### src/rtl/wr_drain_ctrl_pkg.sv
// Shared definitions for the write-drain controller: FIFO entry layout, store size
// encoding and FSM state encoding.
package wr_drain_ctrl_pkg;

  localparam int unsigned DATA_LSB = 0;
  localparam int unsigned ADDR_LSB = 64;
  localparam int unsigned SIZE_LSB = 96;

  localparam logic [1:0] SizeB1 = 2'b00;
  localparam logic [1:0] SizeB2 = 2'b01;
  localparam logic [1:0] SizeB4 = 2'b10;
  localparam logic [1:0] SizeB8 = 2'b11;

  typedef enum logic [1:0] {
    StIdle  = 2'd0,
    StBeat0 = 2'd1,
    StBeat1 = 2'd2
  } state_e;

  function automatic logic [3:0] size_bytes(input logic [1:0] size);
    logic [3:0] n;
    unique case (size)
      SizeB1:  n = 4'd1;
      SizeB2:  n = 4'd2;
      SizeB4:  n = 4'd4;
      default: n = 4'd8;
    endcase
    return n;
  endfunction

  function automatic logic [7:0] size_mask(input logic [1:0] size);
    logic [7:0] m;
    unique case (size)
      SizeB1:  m = 8'h01;
      SizeB2:  m = 8'h03;
      SizeB4:  m = 8'h0F;
      default: m = 8'hFF;
    endcase
    return m;
  endfunction

endpackage

### src/rtl/wr_align.sv
// Combinational lane alignment of one store: shifts data and byte mask into a
// 16-lane window and flags stores that spill into the next 8-byte word.
module wr_align
  import wr_drain_ctrl_pkg::*;
(
  input  logic [1:0]  size,
  input  logic [2:0]  addr,
  input  logic [63:0] data,
  output logic [63:0] data_lo,
  output logic [63:0] data_hi,
  output logic [7:0]  be_lo,
  output logic [7:0]  be_hi,
  output logic        split
);

  logic [127:0] data_sh;
  logic [15:0]  be_sh;
  logic [3:0]   nbytes;

  always_comb begin
    nbytes  = size_bytes(size);
    data_sh = {64'b0, data} << {addr, 3'b000};
    be_sh   = {8'b0, size_mask(size)} << addr;
    // off + n fits in 4 bits (max 7 + 8 = 15)
    split   = ({1'b0, addr} + nbytes) > 4'd8;
  end

  assign data_lo = data_sh[63:0];
  assign data_hi = data_sh[127:64];
  assign be_lo   = be_sh[7:0];
  assign be_hi   = be_sh[15:8];

endmodule

### src/rtl/wr_drain_ctrl.sv
// Write-drain controller: pops store entries from the write FIFO and issues them as
// one or two aligned 64-bit memory beats over a req/ack handshake.
module wr_drain_ctrl
  import wr_drain_ctrl_pkg::*;
#(
  parameter int unsigned DATA_W = 98,
  parameter int unsigned ADDR_W = 32,
  parameter int unsigned MEM_W  = 64
) (
  input  logic              clk,
  input  logic              rst,
  input  logic              fifo_empty,
  input  logic [DATA_W-1:0] fifo_rd_data,
  output logic              fifo_rd,
  output logic              mem_wr_req,
  output logic [ADDR_W-1:0] mem_wr_addr,
  output logic [MEM_W-1:0]  mem_wr_data,
  output logic [7:0]        mem_wr_be,
  input  logic              mem_wr_ack,
  output logic              wr_idle
);

  state_e state_q, state_d;

  logic [1:0]        head_size;
  logic [ADDR_W-1:0] head_addr;
  logic [63:0]       head_data;
  logic [ADDR_W-1:0] head_b0_addr;
  logic [ADDR_W-1:0] head_b1_addr;

  logic [63:0] al_data_lo, al_data_hi;
  logic [7:0]  al_be_lo, al_be_hi;
  logic        al_split;

  logic              req_q;
  logic [ADDR_W-1:0] addr_q;
  logic [MEM_W-1:0]  data_q;
  logic [7:0]        be_q;
  logic              split_q;
  logic [ADDR_W-1:0] b1_addr_q;
  logic [MEM_W-1:0]  b1_data_q;
  logic [7:0]        b1_be_q;

  logic pop;
  logic load_b1;
  logic drop_req;

  assign head_size    = fifo_rd_data[SIZE_LSB +: 2];
  assign head_addr    = fifo_rd_data[ADDR_LSB +: ADDR_W];
  assign head_data    = fifo_rd_data[DATA_LSB +: 64];
  assign head_b0_addr = {head_addr[ADDR_W-1:3], 3'b000};
  // Modulo-2^ADDR_W add: the top aligned word wraps to address 0
  assign head_b1_addr = head_b0_addr + ADDR_W'(8);

  wr_align u_align (
    .size    (head_size),
    .addr    (head_addr[2:0]),
    .data    (head_data),
    .data_lo (al_data_lo),
    .data_hi (al_data_hi),
    .be_lo   (al_be_lo),
    .be_hi   (al_be_hi),
    .split   (al_split)
  );

  always_comb begin
    state_d  = state_q;
    pop      = 1'b0;
    load_b1  = 1'b0;
    drop_req = 1'b0;
    unique case (state_q)
      StIdle: begin
        if (!fifo_empty) begin
          pop     = 1'b1;
          state_d = StBeat0;
        end
      end
      StBeat0: begin
        if (mem_wr_ack) begin
          if (split_q) begin
            load_b1 = 1'b1;
            state_d = StBeat1;
          end else if (!fifo_empty) begin
            pop = 1'b1;
          end else begin
            drop_req = 1'b1;
            state_d  = StIdle;
          end
        end
      end
      StBeat1: begin
        if (mem_wr_ack) begin
          if (!fifo_empty) begin
            pop     = 1'b1;
            state_d = StBeat0;
          end else begin
            drop_req = 1'b1;
            state_d  = StIdle;
          end
        end
      end
      default: begin
        drop_req = 1'b1;
        state_d  = StIdle;
      end
    endcase
  end

  // The FSM may sit in IDLE with a non-empty FIFO while reset is held; never pop then
  assign fifo_rd = pop & ~rst;

  always_ff @(posedge clk or posedge rst) begin
    if (rst) begin
      state_q   <= StIdle;
      req_q     <= 1'b0;
      addr_q    <= '0;
      data_q    <= '0;
      be_q      <= '0;
      split_q   <= 1'b0;
      b1_addr_q <= '0;
      b1_data_q <= '0;
      b1_be_q   <= '0;
    end else begin
      state_q <= state_d;
      if (pop) begin
        req_q     <= 1'b1;
        addr_q    <= head_b0_addr;
        data_q    <= MEM_W'(al_data_lo);
        be_q      <= al_be_lo;
        split_q   <= al_split;
        b1_addr_q <= head_b1_addr;
        b1_data_q <= MEM_W'(al_data_hi);
        b1_be_q   <= al_be_hi;
      end else if (load_b1) begin
        addr_q  <= b1_addr_q;
        data_q  <= b1_data_q;
        be_q    <= b1_be_q;
        split_q <= 1'b0;
      end else if (drop_req) begin
        req_q <= 1'b0;
      end
    end
  end

  assign mem_wr_req  = req_q;
  assign mem_wr_addr = addr_q;
  assign mem_wr_data = data_q;
  assign mem_wr_be   = be_q;
  assign wr_idle     = (state_q == StIdle) && fifo_empty;

endmodule
### config.mk
export PLATFORM = sky130hd
export DESIGN_NAME = wr_drain_ctrl
export DESIGN_NICKNAME = d
export VERILOG_FILES = /design/src/rtl/wr_drain_ctrl_pkg.sv /design/src/rtl/wr_align.sv /design/src/rtl/wr_drain_ctrl.sv
export SDC_FILE = /design/constraint.sdc
export NUM_CORES = 1
export LEC_CHECK = 0
export CAP_MARGIN = 20
export CORE_ASPECT_RATIO = 0.6
export CORE_MARGIN = 3
export CORE_UTILIZATION = 50
export CTS_CLUSTER_SIZE = 14
export DETAILED_ROUTE_END_ITERATION = 8
export GPL_TIMING_DRIVEN = 0
export PLACE_DENSITY = 0.76
export SYNTH_ARGS = -nofsm -noshare
export SYNTH_HDL_FRONTEND = slang
export SYNTH_SLANG_ARGS = --single-unit
### constraint.sdc
create_clock -name clk -period 13.2 [get_ports clk]
set_input_delay 3.3 -clock clk [delete_from_list [all_inputs] [get_ports clk]]
set_output_delay 3.3 -clock clk [all_outputs]
set_load 0.01 [all_outputs]
After elaboration in Yosys (flattened, before gate mapping)
Cells that the tools add are included.

storage, ports and cells
  bits in registers = 212
  bits in latches = 0
  bits in writable memories = 0
  ROM bits = 0
  input bits = 102
  output and inout bits = 107
  logic and storage cells = 65
  memories = 0

cells by class
  add/subtract/negate cells = 2
  $mul = 0
  divide/modulo/power cells = 0
  order comparisons = 1
  eq/ne operators = 9
  shifts and indexed selects = 2
  mux-type cells = 33
  bitwise operators = 2
  reduce and logical (&&, ||, !) cells = 7

operators by type and width
  operator                                              number
  two-way mux 64 bit                                    2
  left shift 64 x 6 -> 128 bit                          1
  two-way mux 32 bit                                    2
  adder 32 x 4 -> 32 bit, second input constant         1
  one-hot mux 8 bit (3 select lines)                    1
  two-way mux 1 bit                                     17
  two-way mux 8 bit                                     2
  left shift 8 x 3 -> 16 bit                            1
  one-hot mux 4 bit (3 select lines)                    1
  two-way mux 2 bit                                     5
  != test 2 bit, second input constant                  4
  one-hot mux 1 bit (3 select lines)                    2
  one-hot mux 2 bit (3 select lines)                    1
  adder 3 x 4 -> 4 bit                                  1
  == test 2 x 1 -> 1 bit, second input constant         2
  == test 2 bit, second input constant                  2
  greater-than comparator 4 bit, second input constant  1
  zero test 2 bit                                       2
  AND reduction 4 bit                                   1
  nonzero test 2 bit                                    2
  != test 3 bit, second input constant                  1
  AND reduction 2 bit                                   1
  bitwise AND 1 bit                                     1
  logical AND 1 bit                                     1
  NOT 1 bit                                             1

Logic depth before layout (Yosys ltp)
Gate-level depths: netlist of run 1.

  depth in word-level cells = 7
  mapped depth = 8
  gate-level depth less buffers = 7

Hierarchy
A second synthesis of run 1 with hierarchy kept.

unflattened totals
  cell total of the unflattened synthesis = 1,477
  area total of the unflattened synthesis = 11,922.7 um^2

by module, submodules not included
  module         instances  cells an instance  area each (um^2)  sequential area each (um^2)
  wr_drain_ctrl  1          1,076              9,081.2           5,154.9
  wr_align       1          401                2,841.5           0.0

Worst setup path before layout of run 1
OpenSTA, ideal clock, no wires.

  path type = input to output
  start point = in mem_wr_ack
  end point = out fifo_rd
  data arrival time = 4.334 ns
  data required time = 9.900 ns
  setup slack = 5.566 ns
  stages on the path = 6
  path buffers = 3
  path through = buf_2 > a31o_2 > nand2_1 > buf_2 > buf_2 > nor2_1

between the ends
  word-level cells in the longest chain between the ends = 3
  elaborated cells between the ends (all ways) = 4
  classes of those cells = 3 x mux; 1 x bitwise

RTL lines
  item                                  RTL line                                  RTL
  start, declared                       wr_drain_ctrl.sv:19                       input logic mem_wr_ack,
  two-way mux 1 bit (on tied branches)  wr_drain_ctrl.sv:92, wr_drain_ctrl.sv:79
  one-hot mux 1 bit (3 select lines) *  wr_drain_ctrl.sv:71                       unique case (state_q)
  bitwise AND 1 bit *                   wr_drain_ctrl.sv:110                      assign fifo_rd = pop & ~rst;
  end, declared                         wr_drain_ctrl.sv:14                       output logic fifo_rd,

Every way passes the cells marked *; elsewhere a longest branch is shown, timed or not.

Final worst setup path of run 1
  start point = in fifo_empty
  end point = out fifo_rd

between the ends
  word-level cells in the longest chain between the ends = 5
  elaborated cells between the ends (all ways) = 6
  classes of those cells = 5 x mux; 1 x bitwise

RTL lines
  item                                  RTL line                                                       RTL
  start, declared                       wr_drain_ctrl.sv:12                                            input logic fifo_empty,
  two-way mux 1 bit *                   wr_drain_ctrl.sv:73, wr_drain_ctrl.sv:83, wr_drain_ctrl.sv:93
  two-way mux 1 bit                     wr_drain_ctrl.sv:80                                            if (split_q) begin
  two-way mux 1 bit                     wr_drain_ctrl.sv:79                                            if (mem_wr_ack) begin
  one-hot mux 1 bit (3 select lines) *  wr_drain_ctrl.sv:71
  bitwise AND 1 bit *                   wr_drain_ctrl.sv:110

Marks and branches as above.

==> impl_metrics.env, run 1 <==
export IMPL_maxSlewHeadroom_pct=21.1
export IMPL_ys_ff_latch=197
export IMPL_diodes=0
export IMPL_async_flop_share_pct=100
export IMPL_setup_tns_ps=0
export IMPL_vias=10800
export IMPL_die_w_um=202
export IMPL_grt_use_total_pct=34.5
export IMPL_antenna_found_initial=0
export IMPL_synth_edf_count=0
export IMPL_cts_tree="yes"
export IMPL_worstPathCellList="clkdlybuf4s50_1, nor2_1, nand2_1, buf_2, buf_2, nor2_1, clkdlybuf4s50_1"
export IMPL_grt_max_degree=124
export IMPL_ant_nets=0
export IMPL_crit_path_top_delay_cell="clkdlybuf4s50_1"
export IMPL_synth_cells=1127
export IMPL_slowest_delay_ps=560
export IMPL_fin_worst_skew_ps=7.08
export IMPL_critPathTopFamily="buffers and inverters"
export IMPL_fp_row_count=42
export IMPL_grt_setup_unrepaired="no"
export IMPL_cts_sinks=197
export IMPL_ys_top_cells_by_area="dfrtp_1 43%, mux2i_1 17%, o21ai_1 6.1%"
export IMPL_drcViolationCount=0
export IMPL_yosysWarnings=0
export IMPL_htreeDepth=4
export IMPL_power_density_mw_per_mm2=199
export IMPL_status="completed"
export IMPL_hold_buffers=0
export IMPL_final_area_mm2=0.0145
export IMPL_multi_input_area_mm2=0.00601
export IMPL_clock_latency_ps=450
export IMPL_routabilityCongestion=0.991
export IMPL_path_buf_inv=4
export IMPL_cts_buffers=17
export IMPL_drt_iter0_markers=1586
export IMPL_fp_dieH_um=123
export IMPL_crit_type="in2out"
export IMPL_yosysTopAreaCellShare_pct=43.0
export IMPL_wl_per_cell_um=25.8
export IMPL_clk_pin_slew_ps=70
export IMPL_initial_core_util_pct=51.5
export IMPL_endpoint_kind="output port"
export IMPL_dr_pass1_iters=5
export IMPL_hp_start="b1_addr_q[3]"
export IMPL_hold_path_class="reg2reg"
export IMPL_ctsResizeCount=0
export IMPL_finalSetupViolations=0
export IMPL_drv_cap=0
export IMPL_netlist_area_mm2=0.0115
export IMPL_yosysSeqAreaShare_pct=43.0
export IMPL_clk_path_buf_depth=2
export IMPL_placed_area_mm2=0.0139
export IMPL_hold_ws_ps=494
export IMPL_cp_arrival_ps=5650
export IMPL_avgSynthCellArea_um2=10.2
export IMPL_placed_cells=1641
export IMPL_drive_gt1_share_pct=9.96
export IMPL_finalNonFillerCells=1673
export IMPL_grt_ovfl_total=0
export IMPL_ys_flop_type="dfrtp_1"
export IMPL_max_freq_mhz=112
export IMPL_register_area_mm2=0.00493
export IMPL_numPortBuffers=203
export IMPL_r2r_start="state_q[0]"
export IMPL_start_kind="input pin"
export IMPL_die_area_mm2=0.0249
export IMPL_area_growth_pct=26.7
export IMPL_tightest_slew_ps=1180
export IMPL_slew_violations=0
export IMPL_min_period_ps=8950
export IMPL_finalNetCount=1463
export IMPL_coreArea_mm2=0.0223
export IMPL_ir_drop_mv=0.124
export IMPL_post_cts_buffers=0
export IMPL_hold_viol_final=0
export IMPL_yosysUniqueCellTypes=57
export IMPL_synth_common_cells="197 x dfrtp_1, 192 x mux2i_1, 140 x o21ai_1"
export IMPL_yosysTopAreaCell="dfrtp_1"
export IMPL_dp_hpwl_um=32700
export IMPL_yosys_cell_count_top_type="dfrtp_1"
export IMPL_root_buffer="clkbuf_16"
export IMPL_critPathMaxFanout=10
export IMPL_grt_pass1_vias=10300
export IMPL_ios=209
export IMPL_fillers=1807
export IMPL_p_leak_nw=6.37
export IMPL_drt_total_wl_um=43100
export IMPL_vias_per_cell=6.48
export IMPL_required_ps=9900
export IMPL_grt_pass1_wl_um=64100
export IMPL_crit_start="fifo_empty"
export IMPL_timing_final_crit_share_pct=67.8
## cell type report
type / count / share of cell area (%)
clock buffer: 21 / 3.17
timing repair buffer: 204 / 14.2
sequential: 197 / 33.9
inverter: 10 / 0.310
multi-input combinational: 811 / 41.4
clock inverter: 11 / 0.956
buffer: 111 / 3.45
tap: 308 / 2.65
## power breakdown
part           leakage [nW]  internal, mW  switching, mW
clock network         0.292         0.295          0.257
registers              2.48         0.867          0.167
logic                  3.59         0.582          0.727
## logic make-up after synthesis
group | count (synthesis) | synth area share (%)
other | 1 | 0.0327
DFF | 197 | 43.0
and+or+nand+nor | 204 | 9.55
muxes | 245 | 23.3
AOI/OAI and AO/OA | 334 | 17.1
buffers and inverters | 121 | 4.70
adders and majority gates | 10 | 1.13
xor gates and xnor gates | 15 | 1.15
## cells in the final DEF, fill, tap and decap left out, types with 4 or more instances in the layout
master           instances
or4_1                   16
nor2b_1                  4
clkdlybuf4s50_1        203
mux2_2                  38
o31ai_1                 33
o21ai_1                140
ha_1                     8
and3_1                  11
dfrtp_1                197
nand2_1                 56
mux4_2                  14
o21ai_0                 44
clkbuf_16               17
buf_1                   16
nor2_1                  21
a31oi_1                 16
nand2b_1                 4
xor2_1                  14
and4_1                   6
buf_4                    7
o2bb2ai_1                8
a2bb2oi_1                9
a21oi_1                 36
mux2i_1                192
inv_1                    8
o22ai_1                 10
a22oi_1                 24
nand3_1                 39
clkbuf_1                53
or3_1                    5
buf_2                   35
nand4_1                 29
## path summary, 6_finish.rpt
path                                    to  slack, ps  cells after the start
min in group asynchronous  mem_wr_addr[10]       3320                      2
max in group asynchronous    b1_data_q[34]       8880                      3
hold / removal                b1_addr_q[3]        490                      1
hold reg to reg               b1_addr_q[3]        490                      1
setup reg to reg           mem_wr_data[23]      10470                      8
setup / recovery                   fifo_rd       4250                      7
## per-stage QoR
step | worst slack [ps] | power [mW] | utilization, %
after floorplan | 4530 | 1.69 | -
after global placement | 1810 | 2.29 | 62.4
after detailed placement | 4370 | 2.32 | 62.5
after CTS | 4360 | 2.87 | 65.2
after global routing | 4210 | 3.03 | 65.2
final | 4250 | 2.89 | 65.2
## flip-flops by register name (all words and copies together), names as in the netlist
signal       flops
b1_be_q          7
mem_wr_be        8
mem_wr_req       1
b1_addr_q       29
split_q          1
b1_data_q       56
mem_wr_addr     29
state_q          2
mem_wr_data     64
## routing by layer
metal	wire [µm]	track usage [%]	share of wire [%]
met5	0	0	0
met4	934	8.40	2.2
met3	6320	12.9	15
met2	16900	45.8	39
met1	19000	52.5	44
(Power assumes the default switching activity.)
==> inputs of run 2 (changes only) <==
- CORE_UTILIZATION: 50 -> 48
- clock period: 13.2 -> 8.2 ns (I/O delays scaled with it)
==> impl_metrics.env, run 2 (synthesis gave the netlist of run 1 again) <==
export IMPL_status="completed"
export IMPL_required_ps=6150
export IMPL_finalNonFillerCells=1680
export IMPL_drv_cap=0
export IMPL_vias_per_cell=6.50
export IMPL_grt_pass1_vias=10500
export IMPL_hold_ws_ps=500
export IMPL_drt_iter0_markers=1678
export IMPL_mostFrequentLayoutCell="clkdlybuf4s50_1"
export IMPL_area_growth_pct=26.3
export IMPL_vias=10900
export IMPL_wl_per_cell_um=26.1
export IMPL_antenna_found_initial=1
export IMPL_clk_pin_slew_ps=80
export IMPL_setup_tns_ps=0
export IMPL_grt_ovfl_total=0
export IMPL_coreArea_mm2=0.0233
export IMPL_grt_setup_unrepaired="no"
export IMPL_ant_nets=0
export IMPL_grt_use_total_pct=33.9
export IMPL_slew_violations=0
export IMPL_critPathTopFamily="buffers and inverters"
export IMPL_cts_buffers=17
export IMPL_hold_viol_final=0
export IMPL_min_period_ps=6500
export IMPL_routabilityCongestion=0.991
export IMPL_clock_latency_ps=460
export IMPL_p_leak_nw=6.34
export IMPL_post_cts_buffers=0
export IMPL_cts_sinks=197
export IMPL_finalNetCount=1463
export IMPL_grt_max_degree=104
export IMPL_die_area_mm2=0.0258
export IMPL_fp_dieH_um=126
export IMPL_post_place_ws_ps=1810
export IMPL_ctsResizeCount=0
export IMPL_drcViolationCount=0
export IMPL_hold_path_class="reg2reg"
export IMPL_start_kind="input pin"
export IMPL_crit_path_top_delay_cell="clkdlybuf4s50_1"
export IMPL_fp_row_count=43
export IMPL_dp_hpwl_um=32900
export IMPL_ir_drop_mv=0.169
export IMPL_dr_pass1_iters=7
export IMPL_endpoint_kind="output port"
export IMPL_slowest_delay_ps=560
export IMPL_maxSlewHeadroom_pct=24.9
export IMPL_cp_arrival_ps=4450
export IMPL_fin_worst_skew_ps=13.4
export IMPL_die_w_um=206
export IMPL_path_buf_inv=4
export IMPL_crit_type="in2out"
export IMPL_root_buffer="clkbuf_16"
export IMPL_ios=209
export IMPL_critPathMaxFanout=10
export IMPL_initial_core_util_pct=49.2
export IMPL_power_density_mw_per_mm2=320
export IMPL_clk_path_buf_depth=2
export IMPL_fillers=1909
export IMPL_drive_gt1_share_pct=9.82
export IMPL_worstPathCellList="clkdlybuf4s50_1, nor2_1, nand2_1, buf_2, buf_2, nor2_1, clkdlybuf4s50_1"
export IMPL_max_freq_mhz=154
export IMPL_drt_total_wl_um=43900
export IMPL_placed_cells=1648
export IMPL_largest_register_ffs=64
export IMPL_final_area_mm2=0.0145
export IMPL_hold_buffers=0
export IMPL_placed_area_mm2=0.0139
export IMPL_finalSetupViolations=0
export IMPL_cts_tree="yes"
export IMPL_numPortBuffers=203
export IMPL_mostFrequentLayoutCells="203 x clkdlybuf4s50_1, 197 x dfrtp_1, 192 x mux2i_1"
export IMPL_diodes=0
export IMPL_htreeDepth=4
export IMPL_tightest_slew_ps=1130
export IMPL_grt_pass1_wl_um=66000
export IMPL_worst_slack_ps=1700
export IMPL_timing_final_crit_share_pct=79.3
[run 2: layout make-up]
class / instances / area, µm² / area share (%)
Buffer: 111 / 502 / 3.46
Clock buffer: 22 / 454 / 3.13
Clock inverter: 10 / 97.6 / 0.674
Inverter: 10 / 45.0 / 0.311
Multi-Input combinational cell: 811 / 6010 / 41.5
Sequential cell: 197 / 4930 / 34.0
Tap cell: 315 / 394 / 2.72
Timing Repair Buffer: 204 / 2060 / 14.2
[run 2: power breakdown]
part	switching [mW]	total, mW	internal (mW)
Combinational	1.18	2.12	0.938
Sequential	0.277	1.67	1.40
Clock	0.410	0.842	0.431
[run 2: per-layer routing]
metal	vias to the layer above	GRT usage [%]	share of wire [%]
li1	4679	-	-
met1	5388	51.9	44
met2	775	44.8	40
met3	68	13.8	15
met4	2	7.23	1.6
met5	-	0	0.059
[run 2: final timing paths]
path	start	endpoint	slack (ps)	depth (start not counted)
max	fifo_empty	fifo_rd	1700	7
min reg2reg	b1_be_q[4]	b1_be_q[4]	500	2
min in group asynchronous	rst	mem_wr_addr[11]	2150	2
max in group asynchronous	rst	b1_data_q[36]	5080	3
max reg2reg	state_q[0]	mem_wr_data[23]	5450	8
min	b1_be_q[4]	b1_be_q[4]	500	2
[run 2: per-stage QoR]
step | total power [mW] | util (%)
after floorplan | 2.73 | -
after global placement | 3.69 | 59.7
after detailed placement | 3.74 | 59.8
after CTS | 4.58 | 62.2
after global routing | 4.85 | 62.2
final | 4.63 | 62.2
[run 2: worst reg2reg max path, stage by stage (launching register included)]
cell	delay, ps
dfrtp_1	430
inv_1	110
ha_1	230
nand2b_1	200
a31o_2	200
clkbuf_1	540
clkbuf_1	570
nand4_1	230
o21ai_1	150
==> inputs of run 3 (changes only) <==
- CORE_UTILIZATION: 48 -> 50
- clock period: 8.2 -> 6.45 ns (I/O delays scaled with it)
==> impl_metrics.env, run 3 (synthesis gave the netlist of run 1 again) <==
export IMPL_die_area_mm2=0.0249
export IMPL_worst_slack_ps=869
export IMPL_drv_cap=0
export IMPL_root_buffer="clkbuf_16"
export IMPL_cts_tree="yes"
export IMPL_grt_use_total_pct=35.2
export IMPL_fp_row_count=42
export IMPL_area_growth_pct=27.7
export IMPL_maxSlewHeadroom_pct=27.5
export IMPL_switching_power_mw=2.36
export IMPL_die_w_um=202
export IMPL_dr_pass1_iters=8
export IMPL_grt_pass1_vias=10500
export IMPL_grt_max_degree=41
export IMPL_numPortBuffers=203
export IMPL_fp_dieH_um=123
export IMPL_start_kind="input pin"
export IMPL_wl_per_cell_um=26.2
export IMPL_reg2reg_slack_ps=3610
export IMPL_drive_gt1_share_pct=10.2
export IMPL_fillers=1877
export IMPL_p_seq_share_pct=35.3
export IMPL_cts_sinks=197
export IMPL_hold_viol_final=0
export IMPL_hold_buffers=0
export IMPL_power_density_mw_per_mm2=412
export IMPL_comb_power_share_pct=44.6
export IMPL_critPathMaxFanout=10
export IMPL_p_clk_share_pct=20.1
export IMPL_finalNetCount=1467
export IMPL_hold_path_class="reg2reg"
export IMPL_min_period_ps=5580
export IMPL_mostFrequentLayoutCells="203 x clkdlybuf4s50_1, 197 x dfrtp_1, 192 x mux2i_1"
export IMPL_p_leak_nw=6.42
export IMPL_ir_drop_mv=0.242
export IMPL_timing_final_crit_share_pct=86.5
export IMPL_ios=209
export IMPL_vias=10900
export IMPL_tightest_slew_ps=1090
export IMPL_final_area_mm2=0.0147
export IMPL_grt_pass1_wl_um=65600
export IMPL_drcViolationCount=0
export IMPL_drt_iter0_markers=1552
export IMPL_finalSetupViolations=0
export IMPL_post_cts_buffers=0
export IMPL_post_place_ws_ps=994
export IMPL_p_int_mw=3.67
export IMPL_clk_pin_slew_ps=70
export IMPL_clk_path_buf_depth=2
export IMPL_grt_setup_unrepaired="no"
export IMPL_required_ps=4840
export IMPL_ant_nets=0
export IMPL_coreArea_mm2=0.0223
export IMPL_crit_start="fifo_empty"
export IMPL_vias_per_cell=6.53
export IMPL_cts_buffers=17
export IMPL_crit_type="in2out"
export IMPL_diodes=0
export IMPL_mostFrequentLayoutCell="clkdlybuf4s50_1"
export IMPL_status="completed"
export IMPL_max_freq_mhz=179
export IMPL_routabilityCongestion=1.00
export IMPL_initial_core_util_pct=51.5
export IMPL_r2r_start="state_q[0]"
export IMPL_endpoint_kind="output port"
export IMPL_antenna_found_initial=0
export IMPL_hold_ws_ps=502
export IMPL_placed_area_mm2=0.0140
export IMPL_p_sw_share_pct=39.2
export IMPL_dp_hpwl_um=33100
export IMPL_cp_arrival_ps=3970
export IMPL_largest_register_ffs=64
export IMPL_hp_start="b1_be_q[1]"
export IMPL_fin_worst_skew_ps=11.1
export IMPL_totalPowerFinal_mw=6.03
export IMPL_ctsResizeCount=0
export IMPL_setup_tns_ps=0
export IMPL_slew_violations=0
export IMPL_htreeDepth=4
export IMPL_drt_total_wl_um=43900
export IMPL_grt_ovfl_total=0
export IMPL_clock_latency_ps=460
run 3: layer usage:
metal / global-route usage (%) / wire, µm
met1: 52.6 / 19100
met2: 47.2 / 17300
met3: 14.1 / 6660
met4: 8.75 / 920
met5: 0 / 0
run 3: critical path, cell delays in order:
cell	delay, ps
clkdlybuf4s50_1	640
nor2_1	150
nand2_1	270
buf_2	410
buf_2	340
nor2_1	60
clkdlybuf4s50_1	480
run 3: final cells by class:
cell class              count  area [µm²]  share of cell area (%)
inverters                  10        41.3                   0.282
multi-input cells         811        6010                    41.0
plain buffers             111         502                    3.42
clock inverters            13         219                    1.49
repair buffers            208        2130                    14.6
well taps                 308         385                    2.63
clock buffers              19         433                    2.95
flip-flops and latches    197        4930                    33.6
run 3: worst paths after layout:
| kind | end | depth (start not counted) |
|---|---|---|
| setup / recovery | fifo_rd | 7 |
| hold / removal | b1_be_q[1] | 2 |
| setup reg to reg | mem_wr_data[23] | 8 |
| hold reg to reg | b1_be_q[1] | 2 |
| max in group asynchronous | b1_data_q[36] | 6 |
| min in group asynchronous | mem_wr_data[30] | 2 |
run 3: power by group through the flow:
stage               registers (mW)  logic [mW]  clock network [mW]
global placement              2.12        2.57                   0
finish                        2.13        2.69                1.21
floorplan                     2.16        1.30                   0
global route                  2.18        2.86                1.26
CTS                           2.11        2.64                1.21
detailed placement            2.13        2.62                   0
run 3: stage by stage:
step                      utilization [%]  instances
final                                65.8       1677
after global routing                 65.8       1677
after CTS                            65.8       1677
after detailed placement             62.8       1645
after global placement               62.4       1640
after floorplan                         -       1129
